--- src/rtl/cla_carry_pipe.sv ---
// Two-stage pipelined carry-lookahead carry generator with valid/ready handshakes.
// Optional macro CLA_OVF_FLAG_EN registers the signed-overflow flag on ovf; otherwise ovf is tied to 0.
module cla_carry_pipe #(
  parameter int WIDTH = 32,
  parameter int GROUP = 4
) (
  input  logic             clk,
  input  logic             rst_n,
  input  logic             in_valid,
  output logic             in_ready,
  input  logic [WIDTH-1:0] a,
  input  logic [WIDTH-1:0] b,
  input  logic             cin,
  output logic             out_valid,
  input  logic             out_ready,
  output logic [WIDTH-1:0] a_out,
  output logic [WIDTH-1:0] b_out,
  output logic [WIDTH-1:0] c_out,
  output logic             cout,
  output logic             ovf
);

  localparam int NG = WIDTH / GROUP;

  generate
    if (WIDTH % GROUP != 0) begin : g_cfg_check
      $error("cla_carry_pipe: WIDTH must be a multiple of GROUP");
    end
  endgenerate

  logic             s1_valid, s2_valid;
  logic             s1_adv, s2_adv;
  logic [WIDTH-1:0] s1_a, s1_b, s1_g, s1_p;
  logic             s1_cin;
  logic [NG-1:0]    s1_gg, s1_gp;

  logic [WIDTH-1:0] in_g, in_p;
  logic [NG-1:0]    in_gg, in_gp;
  logic [NG:0]      grp_c;
  logic [WIDTH-1:0] bit_c;

  assign s2_adv    = !s2_valid || out_ready;
  assign s1_adv    = !s1_valid || s2_adv;
  assign in_ready  = s1_adv;
  assign out_valid = s2_valid;

  assign in_g = a & b;
  assign in_p = a ^ b;

  // Group generate folds from the group LSB upward: G = g[j] | p[j] & G_below.
  always_comb begin
    in_gg = '0;
    in_gp = '0;
    for (int k = 0; k < NG; k++) begin
      for (int j = 0; j < GROUP; j++) begin
        in_gg[k] = in_g[k*GROUP+j] | (in_p[k*GROUP+j] & in_gg[k]);
      end
      in_gp[k] = &in_p[k*GROUP +: GROUP];
    end
  end

  always_ff @(posedge clk or negedge rst_n) begin
    if (!rst_n) begin
      s1_valid <= 1'b0;
      s1_a     <= '0;
      s1_b     <= '0;
      s1_g     <= '0;
      s1_p     <= '0;
      s1_cin   <= 1'b0;
      s1_gg    <= '0;
      s1_gp    <= '0;
    end else if (s1_adv) begin
      s1_valid <= in_valid;
      if (in_valid) begin
        s1_a   <= a;
        s1_b   <= b;
        s1_g   <= in_g;
        s1_p   <= in_p;
        s1_cin <= cin;
        s1_gg  <= in_gg;
        s1_gp  <= in_gp;
      end
    end
  end

  // Group carries ripple across groups, then bit carries ripple inside each group.
  always_comb begin
    grp_c    = '0;
    bit_c    = '0;
    grp_c[0] = s1_cin;
    for (int k = 0; k < NG; k++) begin
      grp_c[k+1] = s1_gg[k] | (s1_gp[k] & grp_c[k]);
    end
    for (int k = 0; k < NG; k++) begin
      for (int j = 0; j < GROUP; j++) begin
        if (j == 0) begin
          bit_c[k*GROUP] = grp_c[k];
        end else begin
          bit_c[k*GROUP+j] = s1_g[k*GROUP+j-1] | (s1_p[k*GROUP+j-1] & bit_c[k*GROUP+j-1]);
        end
      end
    end
  end

  always_ff @(posedge clk or negedge rst_n) begin
    if (!rst_n) begin
      s2_valid <= 1'b0;
      a_out    <= '0;
      b_out    <= '0;
      c_out    <= '0;
      cout     <= 1'b0;
    end else if (s2_adv) begin
      s2_valid <= s1_valid;
      if (s1_valid) begin
        a_out <= s1_a;
        b_out <= s1_b;
        c_out <= bit_c;
        cout  <= grp_c[NG];
      end
    end
  end

`ifdef CLA_OVF_FLAG_EN
  always_ff @(posedge clk or negedge rst_n) begin
    if (!rst_n) begin
      ovf <= 1'b0;
    end else if (s2_adv && s1_valid) begin
      ovf <= bit_c[WIDTH-1] ^ grp_c[NG];
    end
  end
`else
  assign ovf = 1'b0;
`endif

endmodule

--- config.mk ---
export PLATFORM = sky130hd
export DESIGN_NAME = cla_carry_pipe
export DESIGN_NICKNAME = d
export VERILOG_FILES = /design/src/rtl/cla_carry_pipe.sv
export SDC_FILE = /design/constraint.sdc
export NUM_CORES = 1
export LEC_CHECK = 0
export BUFFER_PORTS_ARGS = -buffer_cell sky130_fd_sc_hd__clkbuf_2
export CAP_MARGIN = 20
export CORE_MARGIN = 3
export CORE_UTILIZATION = 56
export DETAILED_ROUTE_END_ITERATION = 16
export PLACE_DENSITY = 0.83
export SLEW_MARGIN = 15
export SYNTH_ARGS = -nofsm -noshare
export SYNTH_HDL_FRONTEND = slang
export SYNTH_SLANG_ARGS = --single-unit
--- constraint.sdc ---
create_clock -name clk -period 2.3 [get_ports clk]
set_input_delay 0.115 -clock clk [delete_from_list [all_inputs] [get_ports clk]]
set_output_delay 0.115 -clock clk [all_outputs]
set_load 0.01 [all_outputs]
==> results.ini <==
[outcome]
status=finished, final reports clean

[floorplan]
core_area_sq_mm=0.01617
fp.dieH_microns=135.6
dieArea_sq_mm=0.01838
num_rows=46
dieWidth_microns=135.6
io_pins=169
initial_core_util_pct=58.12

[sta]
drv_slew=0
slew_headroom_pct=58.35
fin_skew_ns=0.01456
setup-violations-final=0
fmax_mhz=523.5
fin_crit_sh_pct=83.05
layout_min_cycle_time_ns=1.910
rsz0062_at_grt=false
worstMarginPinSlew_ns=0.6090
tns_ns=0
hold_violations=0
hold_ws_ns=0.1304

[logic_synthesis]
synth_area_leaders=dfrtp_1 61%, mux2_2 11%, nand2_1 10%
ys_ff_latch=228
synth_top_area_share_pct=60.69
synthCells=813
yosysWarnings=0
yosysSeqAreaShare_pct=60.69
synthesis.area_sq_mm=0.009400
synth_top_flop_cell=dfrtp_1
synth_edf_count=0
ys_types=40
yosysTopAreaCell=dfrtp_1
avgSynthCellArea_sq_um=11.56
async_flop_share_pct=100.0
syn-num-nets=914

[power_and_ir_drop]
swShare_pct=28.00
p_int_mw=8.086
seqPwrFrac_pct=46.4
peakVddDrop_mv=0.6915
p_clk_share_pct=34.2
power.switching_mw=3.144
comb_power_share_pct=19.4
p_per_area_mw_per_mm2=934.4
p_leak_nw=6.083

[drt]
antenna_left=0
drt-initial-drc-count=368
wl_per_cell_microns=16.71
drc_errors=0
wirelength_microns=21420
avgViaCountPerCell=5.286
vias=6777
firstDrtPassIters=6

[cells_and_area]
finalNetCount=1151
fin_util_pct=74.31
antennaDiodeCount=0
area_growth_pct=27.85
drive_gt1_share_pct=29.74
fin_cells=1282

[grt]
antenna_found_initial=0
grt_use_total_pct=23.90
grt_max_degree=68
grt_pass1_wl_microns=35600
grt_overflow=0
grt_pass1_vias=7071

[clocking]
cts_made_buffers=24
clkTransAtPathRegs_ns=0.06
cts_max_level=1
clock_latency_ns=0.50
cts_tree=yes
root_buffer=clkbuf_16
cts_sinks=228
cts_buffer_depth=3
cts_resized=0

[placement]
gp_congestion=0.7792
io_buffer_count=167
dp_cells=1173
dp_hpwl_microns=13740

[setup_path]
cp_slowest_cell=a2111oi_4
crit_path_end_kind=register
required_ns=2.67
crit_chain=a211o_1, a2111oi_4, nor2_2, a211oi_2, a21oi_1
critical-path-max-stage-delay_ns=0.44
critPathArrivalTime_ns=2.28
crit_path_max_fanout=5
crit_path_start_kind=register
path_class=register to register

[flow_run]
drv_cap=0

[worst_hold_path]
hp-class=input port to asynchronous set/reset pin

## kinds of logic after synthesis
kind of cell,after synthesis,synth area share [%]
simple gates,293,12.25
flops,228,60.69
mux,115,13.75
compound gates,102,7.054
buf+inv,42,1.957
fa+ha+maj,32,4.259
other cells,1,0.03989
## Yosys cell counts, types with 2 or more instances
library cell    n
buf_1           5
mux2_1         22
a31oi_1         3
mux2i_1         2
nand2_1       254
dfrtp_1       228
buf_4           3
a21oi_1        23
inv_1           5
a21o_1         23
o21ai_0        28
nor3_1          3
buf_2          12
o21ai_1         5
o22a_1          2
o22ai_1         2
mux2_2         91
clkbuf_1       17
nand2b_1        2
o21a_1          6
nand4_1         9
or2_2           2
nor2_1         18
ha_1           32
## critical path: cells and delay by family, from the launching register on
family	cells	cell delay [ns]
AO/OA/AOI/OAI	4	1.24
flip-flops	1	0.43
AND/OR/NAND/NOR	1	0.11
## metal layers
metal	up-vias	wire length, microns	track usage (%)	share of wire [%]
met4	0	423	5.935	2.0
met1	3321	9224	31.45	43
met3	45	1352	5.721	6.3
met5	-	0	0	0
li1	3224	-	-	-
met2	187	10420	40.40	49
## layout make-up
cell class	count	area (sq um)
clock buffers	36	706.9
repair buffers	248	1697
inverters	5	18.77
flip-flops and latches	228	5705
multi-input cells	543	3540
fillers	1056	4155
well taps	216	270.3
clock inverters	6	80.08
## power groups by stage
| stage | clock (mW) | combinational, mW | sequential, mW |
|---|---|---|---|
| 2_1_floorplan | 0 | 1.02 | 5.36 |
| 3_3_place_gp | 0 | 2.03 | 5.22 |
| 3_5_place_dp | 0 | 2.10 | 5.25 |
| 4_1_cts | 3.92 | 2.19 | 5.19 |
| 5_1_grt | 4.07 | 2.43 | 5.29 |
| 6_report | 3.84 | 2.18 | 5.21 |
## state kept, by name, summed over array words and instances (netlist names)
signal / cells
s1_cin: 1
cout: 1
s1_b: 32
b_out: 32
s1_p: 24
s1_gg: 8
a_out: 32
c_out: 32
s1_a: 32
out_valid: 1
s1_g: 24
s1_gp: 8
s1_valid: 1
## placed cells by master (no fill, tap or decap), drive strengths merged, types with 2 or more instances in the layout
| cell | Yosys | final |
|---|---|---|
| o21a | 6 | 6 |
| o22a | 2 | 2 |
| nand4 | 9 | 9 |
| mux2 | 113 | 113 |
| a2111oi | 3 | 3 |
| a31oi | 3 | 3 |
| inv | 5 | 5 |
| nand2b | 2 | 2 |
| a21oi | 23 | 23 |
| o21ai | 33 | 33 |
| nor3 | 3 | 3 |
| nor2 | 19 | 19 |
| o22ai | 2 | 2 |
| ha | 32 | 32 |
| mux2i | 2 | 2 |
| buf | 20 | 15 |
| dlygate4sd3 | 0 | 67 |
| or2 | 2 | 2 |
| bufinv | 0 | 2 |
| clkinv | 0 | 4 |
| a21o | 23 | 23 |
| dfrtp | 228 | 228 |
| clkbuf | 17 | 202 |
| nand2 | 255 | 255 |
| o31ai | 2 | 2 |
## metrics by stage
| step | total power [mW] | area [sq um] | setup slack, ns |
|---|---|---|---|
| after floorplan | 6.380 | 9400 | 0.5984 |
| after global placement | 7.251 | 10560 | 0.4310 |
| after detailed placement | 7.347 | 10560 | 0.3764 |
| after CTS | 11.31 | 12020 | 0.3654 |
| after global routing | 11.80 | 12020 | 0.2518 |
| final | 11.23 | 12020 | 0.3898 |
## path summary, 6_finish.rpt
kind | start | end | slack [ns] | depth (start not counted)
setup / recovery | s1_cin | c_out[22] | 0.39 | 5
hold / removal | rst_n | b_out[7] | 0.13 | 2
setup reg to reg | s1_cin | c_out[22] | 0.39 | 5
hold reg to reg | s1_a[12] | a_out[12] | 0.46 | 2
max in group asynchronous | rst_n | s1_b[22] | 1.41 | 3
min in group clk | out_ready | out_valid | 0.17 | 3
## repair_timing
| item | in CTS | in global routing |
|---|---|---|
| setup buffers | 0 | 0 |
| hold buffers | 67 | 0 |
| hold endpoints to repair | 263 | 0 |
Power figures use the tool's default switching activity.
